==> config.mk <==
export PLATFORM = sky130hd
export DESIGN_NAME = decode_stage_flat
export DESIGN_NICKNAME = d
export VERILOG_FILES = /design/src/rtl/decode_stage_if.sv /design/src/rtl/decode_stage.sv /design/src/flat_wrapper.sv
export SDC_FILE = /design/constraint.sdc
export NUM_CORES = 1
export LEC_CHECK = 0
export BUFFER_PORTS_ARGS = -buffer_cell sky130_fd_sc_hd__buf_2
export CAP_MARGIN = 5
export CORE_MARGIN = 3
export CORE_UTILIZATION = 45
export CTS_CLUSTER_DIAMETER = 100
export DETAILED_ROUTE_END_ITERATION = 8
export GPL_TIMING_DRIVEN = 0
export PLACE_DENSITY = 0.63
export SYNTH_ARGS = -nofsm -noshare
export SYNTH_HDL_FRONTEND = slang
export SYNTH_SLANG_ARGS = --single-unit
==> constraint.sdc <==
create_clock -name clk -period 7 [get_ports clk]
set_clock_uncertainty 0.2 [all_clocks]
set_input_delay 0 -clock clk [delete_from_list [all_inputs] [get_ports clk]]
set_output_delay 0 -clock clk [all_outputs]
set_load 0.005 [all_outputs]
==> src/rtl/decode_stage_if.sv <==
// Fetch-side and execute-side stream signals of the RV32I decode stage.
// Valid/ready: a transfer happens on a rising edge where valid && ready; payload is stable while valid waits.
interface decode_stage_if #(
    parameter int PC_W = 32
);
    logic            in_valid;
    logic            in_ready;
    logic [PC_W-1:0] in_pc;
    logic [31:0]     in_instr;
    logic            out_valid;
    logic            out_ready;
    logic [PC_W-1:0] out_pc;
    logic [47:0]     inst_flags;
    logic [4:0]      rd;
    logic [4:0]      rs1;
    logic [4:0]      rs2;
    logic            rd_we;
    logic            rs1_used;
    logic            rs2_used;
    logic [31:0]     imm;
    logic            illegal;

    modport master (
        output in_valid, in_pc, in_instr, out_ready,
        input  in_ready, out_valid, out_pc, inst_flags, rd, rs1, rs2,
               rd_we, rs1_used, rs2_used, imm, illegal
    );

    modport slave (
        input  in_valid, in_pc, in_instr, out_ready,
        output in_ready, out_valid, out_pc, inst_flags, rd, rs1, rs2,
               rd_we, rs1_used, rs2_used, imm, illegal
    );
endinterface

==> src/rtl/decode_stage.sv <==
// Registered RV32I decode stage: combinational decode into a 2-entry (output + skid) buffer,
// registered in_ready, flush for redirects and a saturating illegal-instruction counter.
module decode_stage #(
    parameter int PC_W       = 32,
    parameter bit ENABLE_CSR = 1'b1,
    parameter int CNT_W      = 16
) (
    input  logic             clk,
    input  logic             rst_n,
    decode_stage_if.slave    dif,
    input  logic             flush,
    input  logic             cnt_clr,
    output logic [CNT_W-1:0] illegal_cnt
);

    typedef struct packed {
        logic [PC_W-1:0] pc;
        logic [47:0]     flags;
        logic [4:0]      rd;
        logic [4:0]      rs1;
        logic [4:0]      rs2;
        logic            rd_we;
        logic            rs1_used;
        logic            rs2_used;
        logic [31:0]     imm;
        logic            illegal;
    } entry_t;

    logic [31:0] instr;
    logic [6:0]  opcode;
    logic [2:0]  funct3;
    logic [6:0]  funct7;
    logic [31:0] imm_i, imm_s, imm_b, imm_u, imm_j, imm_csr;

    assign instr   = dif.in_instr;
    assign opcode  = instr[6:0];
    assign funct3  = instr[14:12];
    assign funct7  = instr[31:25];
    assign imm_i   = {{20{instr[31]}}, instr[31:20]};
    assign imm_s   = {{20{instr[31]}}, instr[31:25], instr[11:7]};
    assign imm_b   = {{19{instr[31]}}, instr[31], instr[7], instr[30:25], instr[11:8], 1'b0};
    assign imm_u   = {instr[31:12], 12'b0};
    assign imm_j   = {{11{instr[31]}}, instr[31], instr[19:12], instr[20], instr[30:21], 1'b0};
    assign imm_csr = {20'b0, instr[31:20]};

    logic        op_ok;
    logic [5:0]  op_idx;
    logic        we, use1, use2;
    logic [31:0] imm_sel;
    entry_t      dec;

    // A legal encoding sets op_ok and exactly one op_idx; anything else leaves op_ok low.
    always_comb begin
        op_ok   = 1'b0;
        op_idx  = '0;
        we      = 1'b0;
        use1    = 1'b0;
        use2    = 1'b0;
        imm_sel = '0;
        case (opcode)
            7'b0110111: begin op_ok = 1'b1; op_idx = 6'd0; we = 1'b1; imm_sel = imm_u; end
            7'b0010111: begin op_ok = 1'b1; op_idx = 6'd1; we = 1'b1; imm_sel = imm_u; end
            7'b1101111: begin op_ok = 1'b1; op_idx = 6'd2; we = 1'b1; imm_sel = imm_j; end
            7'b1100111: begin
                op_ok = (funct3 == 3'b000); op_idx = 6'd3; we = 1'b1; use1 = 1'b1; imm_sel = imm_i;
            end
            7'b1100011: begin
                op_ok = 1'b1; use1 = 1'b1; use2 = 1'b1; imm_sel = imm_b;
                case (funct3)
                    3'b000:  op_idx = 6'd4;
                    3'b001:  op_idx = 6'd5;
                    3'b100:  op_idx = 6'd6;
                    3'b101:  op_idx = 6'd7;
                    3'b110:  op_idx = 6'd8;
                    3'b111:  op_idx = 6'd9;
                    default: op_ok  = 1'b0;
                endcase
            end
            7'b0000011: begin
                op_ok = 1'b1; we = 1'b1; use1 = 1'b1; imm_sel = imm_i;
                case (funct3)
                    3'b000:  op_idx = 6'd10;
                    3'b001:  op_idx = 6'd11;
                    3'b010:  op_idx = 6'd12;
                    3'b100:  op_idx = 6'd13;
                    3'b101:  op_idx = 6'd14;
                    default: op_ok  = 1'b0;
                endcase
            end
            7'b0100011: begin
                op_ok = 1'b1; use1 = 1'b1; use2 = 1'b1; imm_sel = imm_s;
                case (funct3)
                    3'b000:  op_idx = 6'd15;
                    3'b001:  op_idx = 6'd16;
                    3'b010:  op_idx = 6'd17;
                    default: op_ok  = 1'b0;
                endcase
            end
            7'b0010011: begin
                op_ok = 1'b1; we = 1'b1; use1 = 1'b1; imm_sel = imm_i;
                case (funct3)
                    3'b000: op_idx = 6'd18;
                    3'b010: op_idx = 6'd19;
                    3'b011: op_idx = 6'd20;
                    3'b100: op_idx = 6'd21;
                    3'b110: op_idx = 6'd22;
                    3'b111: op_idx = 6'd23;
                    3'b001: begin op_idx = 6'd24; op_ok = (funct7 == 7'b0000000); end
                    default: begin
                        if (funct7 == 7'b0000000)      op_idx = 6'd25;
                        else if (funct7 == 7'b0100000) op_idx = 6'd26;
                        else                           op_ok  = 1'b0;
                    end
                endcase
            end
            7'b0110011: begin
                op_ok = 1'b1; we = 1'b1; use1 = 1'b1; use2 = 1'b1;
                case ({funct7, funct3})
                    10'b0000000_000: op_idx = 6'd27;
                    10'b0100000_000: op_idx = 6'd28;
                    10'b0000000_001: op_idx = 6'd29;
                    10'b0000000_010: op_idx = 6'd30;
                    10'b0000000_011: op_idx = 6'd31;
                    10'b0000000_100: op_idx = 6'd32;
                    10'b0000000_101: op_idx = 6'd33;
                    10'b0100000_101: op_idx = 6'd34;
                    10'b0000000_110: op_idx = 6'd35;
                    10'b0000000_111: op_idx = 6'd36;
                    default:         op_ok  = 1'b0;
                endcase
            end
            7'b0001111: begin op_ok = 1'b1; op_idx = 6'd37; imm_sel = imm_i; end
            7'b1110011: begin
                if (funct3 == 3'b000) begin
                    if (instr[31:7] == 25'h0000000) begin op_ok = 1'b1; op_idx = 6'd38; end
                    else if (instr[31:7] == 25'h0002000) begin op_ok = 1'b1; op_idx = 6'd39; end
                end else begin
                    // Immediate CSR forms reuse the rs1 field as uimm, so rs1 is not read.
                    op_ok   = ENABLE_CSR && (funct3[1:0] != 2'b00);
                    op_idx  = funct3[2] ? 6'd42 + {4'b0, funct3[1:0]} : 6'd39 + {4'b0, funct3[1:0]};
                    we      = 1'b1;
                    use1    = !funct3[2];
                    imm_sel = imm_csr;
                end
            end
            default: op_ok = 1'b0;
        endcase

        dec.pc       = dif.in_pc;
        dec.flags    = op_ok ? (48'd1 << op_idx) : 48'd0;
        dec.rd       = instr[11:7];
        dec.rs1      = instr[19:15];
        dec.rs2      = instr[24:20];
        dec.rd_we    = op_ok && we && (instr[11:7] != 5'd0);
        dec.rs1_used = op_ok && use1;
        dec.rs2_used = op_ok && use2;
        dec.imm      = op_ok ? imm_sel : 32'd0;
        dec.illegal  = !op_ok;
    end

    entry_t           out_q, out_d, skid_q, skid_d;
    logic             out_valid_q, out_valid_d;
    logic             skid_full_q, skid_full_d;
    logic [CNT_W-1:0] cnt_q, cnt_d;
    logic             accept, consume;

    assign accept  = dif.in_valid && !skid_full_q;
    assign consume = out_valid_q && dif.out_ready;

    // The skid only fills while the output is held, so draining it never coincides with an accept.
    always_comb begin
        out_d       = out_q;
        skid_d      = skid_q;
        out_valid_d = out_valid_q;
        skid_full_d = skid_full_q;
        if (flush) begin
            out_valid_d = 1'b0;
            skid_full_d = 1'b0;
        end else if (consume) begin
            if (skid_full_q) begin
                out_d       = skid_q;
                skid_full_d = 1'b0;
            end else if (accept) begin
                out_d = dec;
            end else begin
                out_valid_d = 1'b0;
            end
        end else if (accept) begin
            if (!out_valid_q) begin
                out_d       = dec;
                out_valid_d = 1'b1;
            end else begin
                skid_d      = dec;
                skid_full_d = 1'b1;
            end
        end
    end

    always_comb begin
        cnt_d = cnt_q;
        if (cnt_clr)
            cnt_d = '0;
        else if (accept && dec.illegal && !flush && (cnt_q != {CNT_W{1'b1}}))
            cnt_d = cnt_q + 1'b1;
    end

    always_ff @(posedge clk or negedge rst_n) begin
        if (!rst_n) begin
            out_q       <= '0;
            skid_q      <= '0;
            out_valid_q <= 1'b0;
            skid_full_q <= 1'b0;
            cnt_q       <= '0;
        end else begin
            out_q       <= out_d;
            skid_q      <= skid_d;
            out_valid_q <= out_valid_d;
            skid_full_q <= skid_full_d;
            cnt_q       <= cnt_d;
        end
    end

    assign dif.in_ready   = !skid_full_q;
    assign dif.out_valid  = out_valid_q;
    assign dif.out_pc     = out_q.pc;
    assign dif.inst_flags = out_q.flags;
    assign dif.rd         = out_q.rd;
    assign dif.rs1        = out_q.rs1;
    assign dif.rs2        = out_q.rs2;
    assign dif.rd_we      = out_q.rd_we;
    assign dif.rs1_used   = out_q.rs1_used;
    assign dif.rs2_used   = out_q.rs2_used;
    assign dif.imm        = out_q.imm;
    assign dif.illegal    = out_q.illegal;
    assign illegal_cnt    = cnt_q;

endmodule

==> src/flat_wrapper.sv <==
// flat-port wrapper written by rule: the top's interface ports become plain ports
module decode_stage_flat 
#(
    parameter int PC_W       = 32,
    parameter bit ENABLE_CSR = 1'b1,
    parameter int CNT_W      = 16
)
  (clk, rst_n, flush, cnt_clr, illegal_cnt, dif_in_valid, dif_in_pc, dif_in_instr, dif_out_ready, dif_in_ready, dif_out_valid, dif_out_pc, dif_inst_flags, dif_rd, dif_rs1, dif_rs2, dif_rd_we, dif_rs1_used, dif_rs2_used, dif_imm, dif_illegal);
  decode_stage_if #(.PC_W(PC_W)) dif_i ();
  input  logic clk;
  input  logic rst_n;
  input  logic flush;
  input  logic cnt_clr;
  output logic [CNT_W-1:0] illegal_cnt;
  input wire logic [$bits(dif_i.in_valid)-1:0] dif_in_valid;
  input wire logic [$bits(dif_i.in_pc)-1:0] dif_in_pc;
  input wire logic [$bits(dif_i.in_instr)-1:0] dif_in_instr;
  input wire logic [$bits(dif_i.out_ready)-1:0] dif_out_ready;
  output wire logic [$bits(dif_i.in_ready)-1:0] dif_in_ready;
  output wire logic [$bits(dif_i.out_valid)-1:0] dif_out_valid;
  output wire logic [$bits(dif_i.out_pc)-1:0] dif_out_pc;
  output wire logic [$bits(dif_i.inst_flags)-1:0] dif_inst_flags;
  output wire logic [$bits(dif_i.rd)-1:0] dif_rd;
  output wire logic [$bits(dif_i.rs1)-1:0] dif_rs1;
  output wire logic [$bits(dif_i.rs2)-1:0] dif_rs2;
  output wire logic [$bits(dif_i.rd_we)-1:0] dif_rd_we;
  output wire logic [$bits(dif_i.rs1_used)-1:0] dif_rs1_used;
  output wire logic [$bits(dif_i.rs2_used)-1:0] dif_rs2_used;
  output wire logic [$bits(dif_i.imm)-1:0] dif_imm;
  output wire logic [$bits(dif_i.illegal)-1:0] dif_illegal;
  assign dif_i.in_valid = dif_in_valid;
  assign dif_i.in_pc = dif_in_pc;
  assign dif_i.in_instr = dif_in_instr;
  assign dif_i.out_ready = dif_out_ready;
  assign dif_in_ready = dif_i.in_ready;
  assign dif_out_valid = dif_i.out_valid;
  assign dif_out_pc = dif_i.out_pc;
  assign dif_inst_flags = dif_i.inst_flags;
  assign dif_rd = dif_i.rd;
  assign dif_rs1 = dif_i.rs1;
  assign dif_rs2 = dif_i.rs2;
  assign dif_rd_we = dif_i.rd_we;
  assign dif_rs1_used = dif_i.rs1_used;
  assign dif_rs2_used = dif_i.rs2_used;
  assign dif_imm = dif_i.imm;
  assign dif_illegal = dif_i.illegal;
  decode_stage #(.PC_W(PC_W), .ENABLE_CSR(ENABLE_CSR), .CNT_W(CNT_W)) u_core (.clk(clk), .rst_n(rst_n), .dif(dif_i), .flush(flush), .cnt_clr(cnt_clr), .illegal_cnt(illegal_cnt));
endmodule
Word-level counts from Yosys, hierarchy flattened

Index checks and enable logic that the tools add are counted.

$add $sub $neg: 3
Multiply operators: 0
Divide/modulo/power cells: 0
Order comparisons: 0
Eq/ne operators: 33
Shifts and indexed selects: 1
Mux-type cells: 48
Bitwise logic cells: 2
Reductions and logical operators: 39

Operators with widths:

| operator                | count |
|---|---|
| $mux W131               | 5 |
| $pmux W32 S6            | 1 |
| $pmux W6 S10            | 2 |
| $mux W48                | 1 |
| $shl A1 B6 Y48 const A  | 1 |
| $pmux W6 S7             | 1 |
| $eq A10 B3 Y1 const B   | 4 |
| $mux W16                | 2 |
| $mux W32                | 1 |
| $mux W6                 | 5 |
| $eq A7 B6 Y1 const B    | 4 |
| $eq A7 B7 Y1 const B    | 4 |
| $eq A25 B14 Y1 const B  | 1 |
| $logic_not A25 Y1       | 1 |
| $pmux W4 S6             | 1 |
| $mux W1                 | 21 |
| $eq A10 B2 Y1 const B   | 2 |
| $eq A10 B9 Y1 const B   | 2 |
| $pmux W4 S5             | 1 |
| $reduce_or A6 Y1        | 3 |
| $add A16 B1 Y16 const B | 1 |
| $ne A16 B16 Y1 const B  | 1 |
| $pmux W5 S3             | 1 |
| $eq A7 B5 Y1 const B    | 2 |
| 31 further kinds        | 58 |

Flip-flop bits (word level): 280
Bits in latches: 0
RAM bits: 0
Bits in read-only memories: 0
Input port bits: 70
Output and inout port bits: 149
Word-level logic and storage cells: 149
Memories kept: 0

Longest topological paths before layout

Gate-level depths: netlist of the first run.

Depth after elaboration: 11
Depth in mapped cells: 11
Gate-level depth less buffers: 9

Least setup slack after synthesis of the first run

No wires, ideal clock.

Path kind: input to register
Start point: input dif_in_instr[12]
End point: register u_core.out_q, in the netlist u_core.dif.imm[10]
Setup time: 127 ps
Data arrival time: 2159 ps
Required time: 6673 ps
Setup slack: 4515 ps
Stages: 10
Path buffers: 2
Cell sequence: inv_1 -> ha_1 -> clkbuf_1 -> o21ba_2 -> nor3b_1 -> or4b_2 -> nor3_2 -> or3_1 -> buf_2 -> o22ai_2

Longest elaborated chain between the ends: 9
Elaborated cells on any way between the ends: 43
Those cells by class: 17 x eq/ne; 17 x mux; 9 x reduce/logical

Ends and longest elaborated chain:

| what                                | line                                     | source |
|---|---|---|
| start, declared                     | flat_wrapper.sv:17                       | `input wire logic [$bits(dif_i.in_instr)-1:0] dif_in_instr;` |
| $eq A25 B14 Y1                      | decode_stage.sv:136                      | `else if (instr[31:7] == 25'h0002000) begin op_ok = 1'b1; op_idx = 6'd39; end` |
| $mux W1                             | decode_stage.sv:136                      |  |
| $mux W1                             | decode_stage.sv:135                      | `if (instr[31:7] == 25'h0000000) begin op_ok = 1'b1; op_idx = 6'd38; end` |
| $mux W1                             | decode_stage.sv:134                      | `if (funct3 == 3'b000) begin` |
| $pmux W1 S8                         | decode_stage.sv:60                       | `case (opcode)` |
| $mux W32 *                          | decode_stage.sv:157                      | `dec.imm = op_ok ? imm_sel : 32'd0;` |
| $mux W131, on equally long branches | decode_stage.sv:189, decode_stage.sv:183 |  |
| $mux W131, on equally long branches | decode_stage.sv:188, decode_stage.sv:180 |  |
| $mux W131 *                         | decode_stage.sv:179                      | `end else if (consume) begin` |
| end signal, assigned                | decode_stage.sv:215                      | `out_q <= out_d;` |
| end, declared                       | decode_stage.sv:161                      | `entry_t out_q, out_d, skid_q, skid_d;` |

Every way passes the cells marked *; elsewhere a longest branch is shown, timed or not. The select of a mux whose other input is x is not followed.
A chain may end at the register's enable or synchronous reset.

Worst setup path in the final report of the first run

Start point: input dif_in_instr[12]
End point: register u_core.cnt_q[14], in the netlist u_core.illegal_cnt[14]

Longest elaborated chain between the ends: 10
Elaborated cells on any way between the ends: 40
Those cells by class: 17 x eq/ne; 9 x mux; 14 x reduce/logical

Ends and longest elaborated chain:

| what                                  | line                | source |
|---|---|---|
| $eq A25 B14 Y1                        | decode_stage.sv:136 |  |
| $mux W1                               | decode_stage.sv:136 |  |
| $mux W1                               | decode_stage.sv:135 |  |
| $mux W1                               | decode_stage.sv:134 |  |
| $pmux W1 S8 *                         | decode_stage.sv:60  |  |
| $logic_not A1 Y1 *                    | decode_stage.sv:158 | `dec.illegal = !op_ok;` |
| $logic_and A1 B1 Y1 * (3 in series)   | decode_stage.sv:203 | `else if (accept && dec.illegal && !flush && (cnt_q != {CNT_W{1'b1}}))` |
| $reduce_bool A2 Y1 (no source line) * | --                  |  |
| end signal, assigned                  | decode_stage.sv:219 | `cnt_q <= cnt_d;` |
| end, declared                         | decode_stage.sv:164 | `logic [CNT_W-1:0] cnt_q, cnt_d;` |

Every way passes the cells marked *; elsewhere a longest branch is shown, timed or not.

==> run summary, run 1 <==
In the synthesized netlist, the number of instances is 1514. After synthesis the netlist holds a flip-flop and latch count of 280. For the final max-slew violation count, the log shows 0. The logic depth of the worst register-to-register path was 8.

Summing internal, switching and leakage power gives 3.961 mW. The stage delay of the slowest cell on the critical path was 0.52 ns. The logs give 1 for the H-tree depth and 7.28 ns for the data required time of the critical path. The logs give 0 for the total DRC errors in the routed layout and 0 for the total overflow reported by the global router. The multi-input combinational cells in the finished layout cover a total of 5831 µm². In the final routed layout, each cell accounts on average for 19.62 µm.

The layout filler cell count came out at 2592. In this run the critical register-to-register path is captured at u_core.dif.out_pc[24]. The logs give 28940 µm² for the standard cell core area and 62 for the number of standard-cell rows in the floorplan. Summed over all failing endpoints, the final setup total negative slack is 0 ns. Relative to the synthesized area, the layout overhead comes to 27.32%. Counting both buffers and inverters, the worst setup path holds a total of 5. The signal on the critical path passes through dlygate4sd3_1, buf_2, inv_1, ha_1, clkbuf_1, or3_1, a21oi_1, a311oi_1, nor2_1, nand4_1, clkbuf_1, or3_1, a21oi_1. After legalization and detailed placement, the total HPWL measured 31.02 mm. The share of final-layout standard cells stronger than drive strength 1 came out at 0.1630. The family with the most delay on the worst path was simple AND/OR/NAND/NOR gates. The remaining antenna violation count after routing came out at 0. The run gives 0 as the total of warnings raised by yosys. Yosys attributes the largest share of cell area to sky130_fd_sc_hd__dfrtp_1, sky130_fd_sc_hd__nand2_1, sky130_fd_sc_hd__o21ai_0.

The run gives 0.4600 as the starting utilization of the core area. The die covers 31680 µm². The transition at the pin with the smallest max-transition slack is 1.180 ns, and the area occupied by registers is 7007 µm².

Clock-pin slew was measured on the worst setup and hold paths at 0.06 ns. The count of cells resized by post-cts repair came out at 0. For the total cell area at the placement stage, the log shows 14950 µm². The worst setup path is launched from an input port.

The detailed router finished its first iteration with 1283 violations. In this run the register-to-register setup slack is 3.64 ns. Hold repair after CTS inserted 99 buffers. The netlist uses 76 different library cells. Max-cap violations in this run came to 0. For this run, the detailed router's first-pass iteration total came to 5. The startpoint identified for the worst hold timing path is dif_in_pc[31]. Once the clock tree was built, the setup fixing pass inserted 0 buffers. The maximum number of pins on one net before global-route repair is 103, and the worst relative slew slack is 0.2020. Clock tree synthesis found a total of 280 sinks. The area fraction of the dominant cell type after synthesis works out to 0.5264. After detailed routing, the number of vias per cell comes to 5.672. The run gives 31 as the number of buffers inserted during clock tree synthesis. During placement, the flow inserted port buffers numbering 218. The number of global-route vias before repair came out at 12.34k. The worst setup path is of the in -> reg kind. Power spread over the standard cell area amounts to 233.7 nW/µm².

Count of flip-flops with a built-in enable after synthesis: 0. For the worst endpoint data arrival time, the log shows 3.88 ns. The number of vias after detailed routing is 12.90k. The largest fanout on the critical path was 10. The most area-hungry cell type in the Yosys netlist is sky130_fd_sc_hd__dfrtp_1. In the synthesized netlist the dominant register cell turns out to be sky130_fd_sc_hd__dfrtp_1. Timing would allow up to 0.2776 GHz. Setup repair after global routing left no endpoint under its margin.

The wire length after detailed routing was 44.63 mm. The fraction of synthesis flops using an asynchronous set or reset pin was 1.000. The clock passes through at most 3 buffers. Total global routing track utilization: 0.2771. The min-delay analysis places its worst path in the category in -> reg. The synthesized net count came out at 1589. For this run, the post-layout net count is 1942. For this design the static power due to leakage is 8.222 nW.

The final clock period utilization by the worst path was 0.5146; the global-route wire length before repair was 69.80 mm. Initial antenna violation count: 1. Clock latency on the worst-skew pair: 0.56 ns. After routing the design area is 16950 µm². The final critical delay including setup and external delays was 3.602 ns; the average cell area after synthesis was 8.791 µm². The final setup violation count was 0.

In this run the critical register-to-register path is launched from u_core.dif.out_valid. The register area share after synthesis is 0.5264. The flow ran to the end, and the final reports show no timing, DRC or antenna violations.

For the final estimated routing congestion in global placement, the log shows 0.9289. Sink of the worst hold path: u_core.skid_q[130]. Total instance count after detailed placement: 2118. Top-level port count: 219.

TritonCTS built the clock tree. The logs give 2275 for the final instance count without filler cells and 13310 µm² for the combined area of all synthesized cells. The tools report the clock root buffer master as sky130_fd_sc_hd__clkbuf_16.

Counting instances, the worst hold path has a depth of 4. The die is 178.0 µm tall. Largest voltage drop on the vdd net: 204.4 µV. Among all stages on the critical path, the largest delay is contributed by sky130_fd_sc_hd__nand4_1.

STA classifies the critical path endpoint as a flop. The tools report the final hold violation count as 0. From left edge to right edge, the die measures 178.0 µm.
==> where the power goes <==
part	switching [mW]	internal, mW
clock network	0.660	0.915
registers	0.0863	1.77
logic	0.312	0.221
total	1.06	2.90
==> state kept, by name, summed over array words and instances (netlist names) <==
name and count:
u_core.dif.out_pc 32, u_core.dif.out_valid 1, u_core.dif.rd 5, u_core.dif.rs1 5, u_core.dif.imm 32, u_core.dif.rs1_used 1, u_core.skid_full_q 1, u_core.dif.illegal 1
u_core.dif.rd_we 1, u_core.dif.rs2_used 1, u_core.illegal_cnt 16, u_core.dif.rs2 5, u_core.dif.inst_flags 48, u_core.skid_q 131
==> synth_stat cells, types with 5 or more instances <==
cell type	instances
sky130_fd_sc_hd__and4_1	6
sky130_fd_sc_hd__nor2b_1	15
sky130_fd_sc_hd__nor3_1	6
sky130_fd_sc_hd__nand2b_1	12
sky130_fd_sc_hd__nand3_1	34
sky130_fd_sc_hd__inv_1	16
sky130_fd_sc_hd__a211oi_1	5
sky130_fd_sc_hd__nor2_1	96
sky130_fd_sc_hd__and2_1	7
sky130_fd_sc_hd__o21ai_0	160
sky130_fd_sc_hd__dfrtp_1	280
sky130_fd_sc_hd__a31oi_1	53
sky130_fd_sc_hd__nand2_1	358
sky130_fd_sc_hd__or3_1	15
sky130_fd_sc_hd__o22ai_1	15
sky130_fd_sc_hd__o22ai_2	6
sky130_fd_sc_hd__ha_1	5
sky130_fd_sc_hd__and3_1	64
sky130_fd_sc_hd__a21oi_1	117
sky130_fd_sc_hd__clkbuf_1	90
sky130_fd_sc_hd__buf_2	12
sky130_fd_sc_hd__a22o_1	10
sky130_fd_sc_hd__o31ai_1	13
sky130_fd_sc_hd__nand4_1	13
sky130_fd_sc_hd__a21o_1	20
==> worst min-delay path: stages <==
cell	delay (ns)
sky130_fd_sc_hd__dlygate4sd3_1	0.53
sky130_fd_sc_hd__buf_2	0.11
sky130_fd_sc_hd__nand2_1	0.04
sky130_fd_sc_hd__nand2_1	0.05
==> kinds of logic after synthesis <==
| kind of cell | share of synthesized area |
|---|---|
| buffers and inverters | 0.03553 |
| XOR/XNOR | 0.0006581 |
| AO/OA/AOI/OAI | 0.1952 |
| adder cells (fa/ha/maj) | 0.004700 |
| flip-flops | 0.5264 |
| AND/OR/NAND/NOR | 0.2308 |
| multiplexers | 0.006674 |
==> per-layer routing <==
metal | vias up | routed length (µm) | GRT usage
li1 | 6026 | - | -
met1 | 6261 | 19620 | 0.3993
met2 | 536 | 20180 | 0.4293
met3 | 80 | 3307 | 0.04427
met4 | 0 | 1521 | 0.08966
met5 | - | 0 | 0
==> through the flow <==
stage / hold slack, ns / utilization / worst slack (ns)
floorplan: -0.4956 / - / 4.515
global placement: 0.008473 / 0.5143 / 0.4304
detailed placement: -0.1015 / 0.5166 / 3.404
CTS: 0.0002756 / 0.5854 / 3.371
global route: 0.003236 / 0.5857 / 3.079
finish: 0.006378 / 0.5857 / 3.398
==> cell usage in the layout, fill, tap and decap left out, types with 15 or more instances in the layout <==
cell                            count
sky130_fd_sc_hd__o22ai_1           15
sky130_fd_sc_hd__nor2_1            96
sky130_fd_sc_hd__inv_1             16
sky130_fd_sc_hd__nand2_1          358
sky130_fd_sc_hd__a31oi_1           53
sky130_fd_sc_hd__nand3_1           34
sky130_fd_sc_hd__dlygate4sd3_1     98
sky130_fd_sc_hd__and3_1            64
sky130_fd_sc_hd__a21o_1            20
sky130_fd_sc_hd__dfrtp_1          280
sky130_fd_sc_hd__clkbuf_1         102
sky130_fd_sc_hd__clkbuf_16         31
sky130_fd_sc_hd__nor2b_1           15
sky130_fd_sc_hd__buf_2            230
sky130_fd_sc_hd__o21ai_0          160
sky130_fd_sc_hd__or3_1             15
sky130_fd_sc_hd__a21oi_1          117
==> how the worst max path moves through the flow <==
| stage | startpoint | to | cells after the start |
|---|---|---|---|
| 6_report | dif_in_instr[12] | u_core.illegal_cnt[14] | 13 |
| 5_1_grt | dif_in_instr[12] | u_core.illegal_cnt[14] | 13 |
| 4_1_cts | u_core.dif.out_valid | u_core.dif.out_pc[30] | 7 |
| 3_5_place_dp | u_core.dif.out_valid | u_core.dif.out_pc[30] | 7 |
| 3_3_place_gp | rst_n | u_core.skid_q[42] | 1 |
| 2_1_floorplan | dif_in_instr[12] | u_core.dif.imm[10] | 10 |
==> layout make-up <==
type | count | share of cell area
inverter | 16 | 0.003544
multi-input combinational | 1112 | 0.3441
antenna | 1 | 0.0001477
clock inverter | 4 | 0.002289
tap | 384 | 0.02835
sequential | 280 | 0.4135
timing repair buffer | 320 | 0.1280
clock buffer | 52 | 0.05574
buffer | 106 | 0.02436
Note: power is estimated with default switching activity, not from simulation.
==> run 2: changes to the inputs <==
--- a/config.mk
+++ b/config.mk
@@ -12,7 +12,7 @@
 export CTS_CLUSTER_DIAMETER = 100
 export DETAILED_ROUTE_END_ITERATION = 8
 export GPL_TIMING_DRIVEN = 0
-export PLACE_DENSITY = 0.63
+export PLACE_DENSITY = 0.66
 export SYNTH_ARGS = -nofsm -noshare
 export SYNTH_HDL_FRONTEND = slang
 export SYNTH_SLANG_ARGS = --single-unit
==> constraint.sdc (replaced) <==
create_clock -name clk -period 3.1 [get_ports clk]
set_clock_uncertainty 0.2 [all_clocks]
set_input_delay 0 -clock clk [delete_from_list [all_inputs] [get_ports clk]]
set_output_delay 0 -clock clk [all_outputs]
set_load 0.005 [all_outputs]
==> run summary, run 2 (synthesized netlist as in run 1, its figures left out) <==
In the layout the commonest cells are sky130_fd_sc_hd__nand2_1, sky130_fd_sc_hd__dfrtp_1, sky130_fd_sc_hd__buf_2. The final max-slew violation count is 0 (unchanged), and the largest fanout on the critical path is 10 (unchanged). The cell leakage power was 8.364 nW (+1.7%); the clock latency on the worst-skew pair was 0.57 ns (about the same). The run gives 28940 µm² (unchanged) as the standard cell core area. Walking the worst path, the cells encountered are buf_2, inv_1, ha_1, clkbuf_1, buf_2, nor3_1, o32ai_1, a211oi_1, nor3_1, o211a_1, nand3_1, o22ai_1. Capturing element type of the critical path: a flop.

The power density relative to cell area was 549.3 nW/µm² (+140%). The tools report the initial antenna violation count as 0 (-1). The maximum number of pins on one net before global-route repair was 112 (+8.7%). The transition at the pin with the smallest max-transition slack was 0.9868 ns (-0.1936 ns).

The wire length after detailed routing came out at 45.34 mm (+1.6%). The final hold violation count is 0 (unchanged). The run finished with clean final reports.

The total instance count after detailed placement came out at 2118 (unchanged). The tools report the number of nets in the finished design as 1947 (+0.26%). Max-cap violation count: 0 (unchanged). The stage delay of the slowest cell on the critical path was 0.42 ns (-0.10 ns); the total overflow reported by the global router was 0 (unchanged).

Number of buffers inserted during clock tree synthesis: 31 (unchanged). TritonCTS built the clock tree. The layout filler cell count was 2624 (+1.2%); the total cell area at the placement stage was 14950 µm² (about the same). The run gives 13.24k (+2.6%) as the number of vias after detailed routing. Setup repair after global routing could not meet its margin everywhere.

The initial detailed-routing violation count is 1381 (+7.6%), and the final estimated routing congestion in global placement is 0.9443 (+1.7%). The starting utilization of the core area is 0.4600 (unchanged), and the number of global-route vias before repair is 12.73k (+3.2%). The die outline area was 31680 µm² (unchanged); the via density per instance was 5.799 (+2.2%). The final clock period utilization by the worst path is 0.9500, and the share of final-layout standard cells stronger than drive strength 1 is 0.1787 (+0.01574).

The run gives 219 (unchanged) as the top-level port count. The tree is rooted in a sky130_fd_sc_hd__clkbuf_16. For the largest voltage drop on the vdd net, the log shows 406.2 µV (+99%). The total global routing track utilization is 0.2815 (+0.004424), and the clock sink total is 280 (unchanged).

The clock-pin slew of the registers on the worst-case setup and hold paths was 0.06 ns (about the same); the final critical delay including setup and external delays was 2.945 ns. Flip-flop count of the largest register after layout: 131 (unchanged). The wire length per cell is 19.85 µm (+1.2%). The height of the die was 178.0 µm (unchanged).

The number of standard-cell rows in the floorplan came out at 62 (unchanged). The worst endpoint data arrival time was 3.23 ns (-0.65 ns). Number of buffers and inverters on the critical path: 4 (-1). Timing would allow up to 0.3396 GHz. The logs give 6 (+1) for the first-pass iteration count of the detailed router and 17200 µm² (+1.5%) for the final instance area. Maximum buffer depth of the clock tree: 3 (unchanged).

The final instance count without filler cells was 2284 (+0.40%). More flip-flops sit in one register than any other, and that register is u_core.skid_q. The detailed-placement wirelength estimate is 31.07 mm (+0.16%), and the number of input and output port buffers inserted is 218 (unchanged). The area growth from synthesis to layout came out at 29.24%.

The worst setup path is launched from an input port. The most frequent standard cell in the layout excluding fill and tap cells is sky130_fd_sc_hd__nand2_1. Kind of critical path: in -> reg. The tools report the H-tree depth as 1 (unchanged). The family with the most delay on the worst path is buffers and inverters.

The total DRC errors in the routed layout came out at 0 (unchanged). The min-delay analysis places its worst path in the category in -> reg. The remaining antenna violation count after routing came out at 0 (unchanged). The run gives 0 (unchanged) as the final setup violation count.

The global-route wire length before repair is 71.13 mm (+1.9%), and the data required time of the critical path is 3.38 ns (-3.90 ns). The worst relative slew slack is 0.3367 (+0.1347). Cell with the largest stage delay on the worst path: sky130_fd_sc_hd__clkbuf_1. The chip width came out at 178.0 µm (unchanged).
run 2: changes by cell type in the layout (fill, tap and decap cells not counted), moves of 5 or more:
| cell | before | now |
|---|---|---|
| sky130_fd_sc_hd__clkbuf_1 | 102 | 87 |
| sky130_fd_sc_hd__clkbuf_2 | 0 | 6 |
| sky130_fd_sc_hd__clkinv_2 | 2 | 8 |
| sky130_fd_sc_hd__buf_4 | 0 | 5 |
| sky130_fd_sc_hd__bufinv_16 | 0 | 5 |
run 2: stage by stage:
stage / hold WS, ns / util / TNS, ns / setup WS [ns] / power [mW]
after global routing: 0.03618 / 0.5943 / 0 / 0.02468 / 9.816
after global placement: 0.008624 / 0.5143 / -1032.22 / -3.428 / 5.304
after CTS: 0.005114 / 0.5916 / 0 / 0.008386 / 9.460
after detailed placement: -0.1892 / 0.5167 / -51.26 / -0.5268 / 5.343
final: 0.01521 / 0.5945 / 0 / 0.1551 / 9.450
after floorplan: -0.4956 / - / 0 / 0.6148 / 4.756
run 2: final cells by class:
| type | count | area [µm²] | share of cell area |
|---|---|---|---|
| diodes | 3 | 7.507 | 0.0004364 |
| plain buffers | 105 | 416.7 | 0.02422 |
| flip-flops and latches | 280 | 7007 | 0.4073 |
| well taps | 384 | 480.5 | 0.02793 |
| inverters | 16 | 60.06 | 0.003491 |
| repair buffers | 326 | 2222 | 0.1292 |
| multi-input cells | 1112 | 5879 | 0.3418 |
| clock inverters | 15 | 219.0 | 0.01273 |
| clock buffers | 43 | 910.9 | 0.05295 |
run 2: worst register-to-register path: stages, from the launching register on:
cell and delay, ns:
sky130_fd_sc_hd__dfrtp_1 0.43, sky130_fd_sc_hd__inv_1 0.09, sky130_fd_sc_hd__nand2_1 0.14, sky130_fd_sc_hd__nor2_1 0.39, sky130_fd_sc_hd__and2_1 0.19, sky130_fd_sc_hd__clkbuf_1 0.50
sky130_fd_sc_hd__clkbuf_2 0.43, sky130_fd_sc_hd__nand2_1 0.17, sky130_fd_sc_hd__o21ai_0 0.19
run 2: per-layer routing:
metal / wire length (µm) / global-route usage / up-vias
met5: 0 / 0 / -
met4: 1521 / 0.09260 / 0
li1: - / - / 6021
met1: 20000 / 0.4145 / 6522
met3: 3460 / 0.04300 / 102
met2: 20360 / 0.4269 / 599
run 2: path summary, 6_finish.rpt:
check | cells after the start | slack (ns) | start | to
worst max-delay path | 12 | 0.16 | dif_in_instr[12] | u_core.dif.inst_flags[32]
worst min-delay path | 4 | 0.02 | dif_in_pc[28] | u_core.skid_q[127]
worst max register to register | 8 | 0.25 | u_core.skid_full_q | u_core.skid_q[77]
worst min register to register | 2 | 0.27 | u_core.dif.inst_flags[46] | u_core.dif.inst_flags[46]
max in group asynchronous | 4 | 1.79 | rst_n | u_core.skid_q[22]
min in group asynchronous | 4 | 0.39 | rst_n | u_core.illegal_cnt[7]
run 2: timing repair:
item	CTS	global route
buffers inserted	0	5
hold buffers	101	0
resized for setup	2	19
pin swaps	0	2
endpoints found under the hold margin	455	0
gates cloned	0	0
endpoints found under the setup margin	50	149
run 2: report_power, final:
group / leakage [nW] / switching [mW] / internal [mW]
sequential: 3.65 / 0.201 / 3.99
clock: 0.567 / 1.56 / 2.47
combinational: 4.14 / 0.720 / 0.508
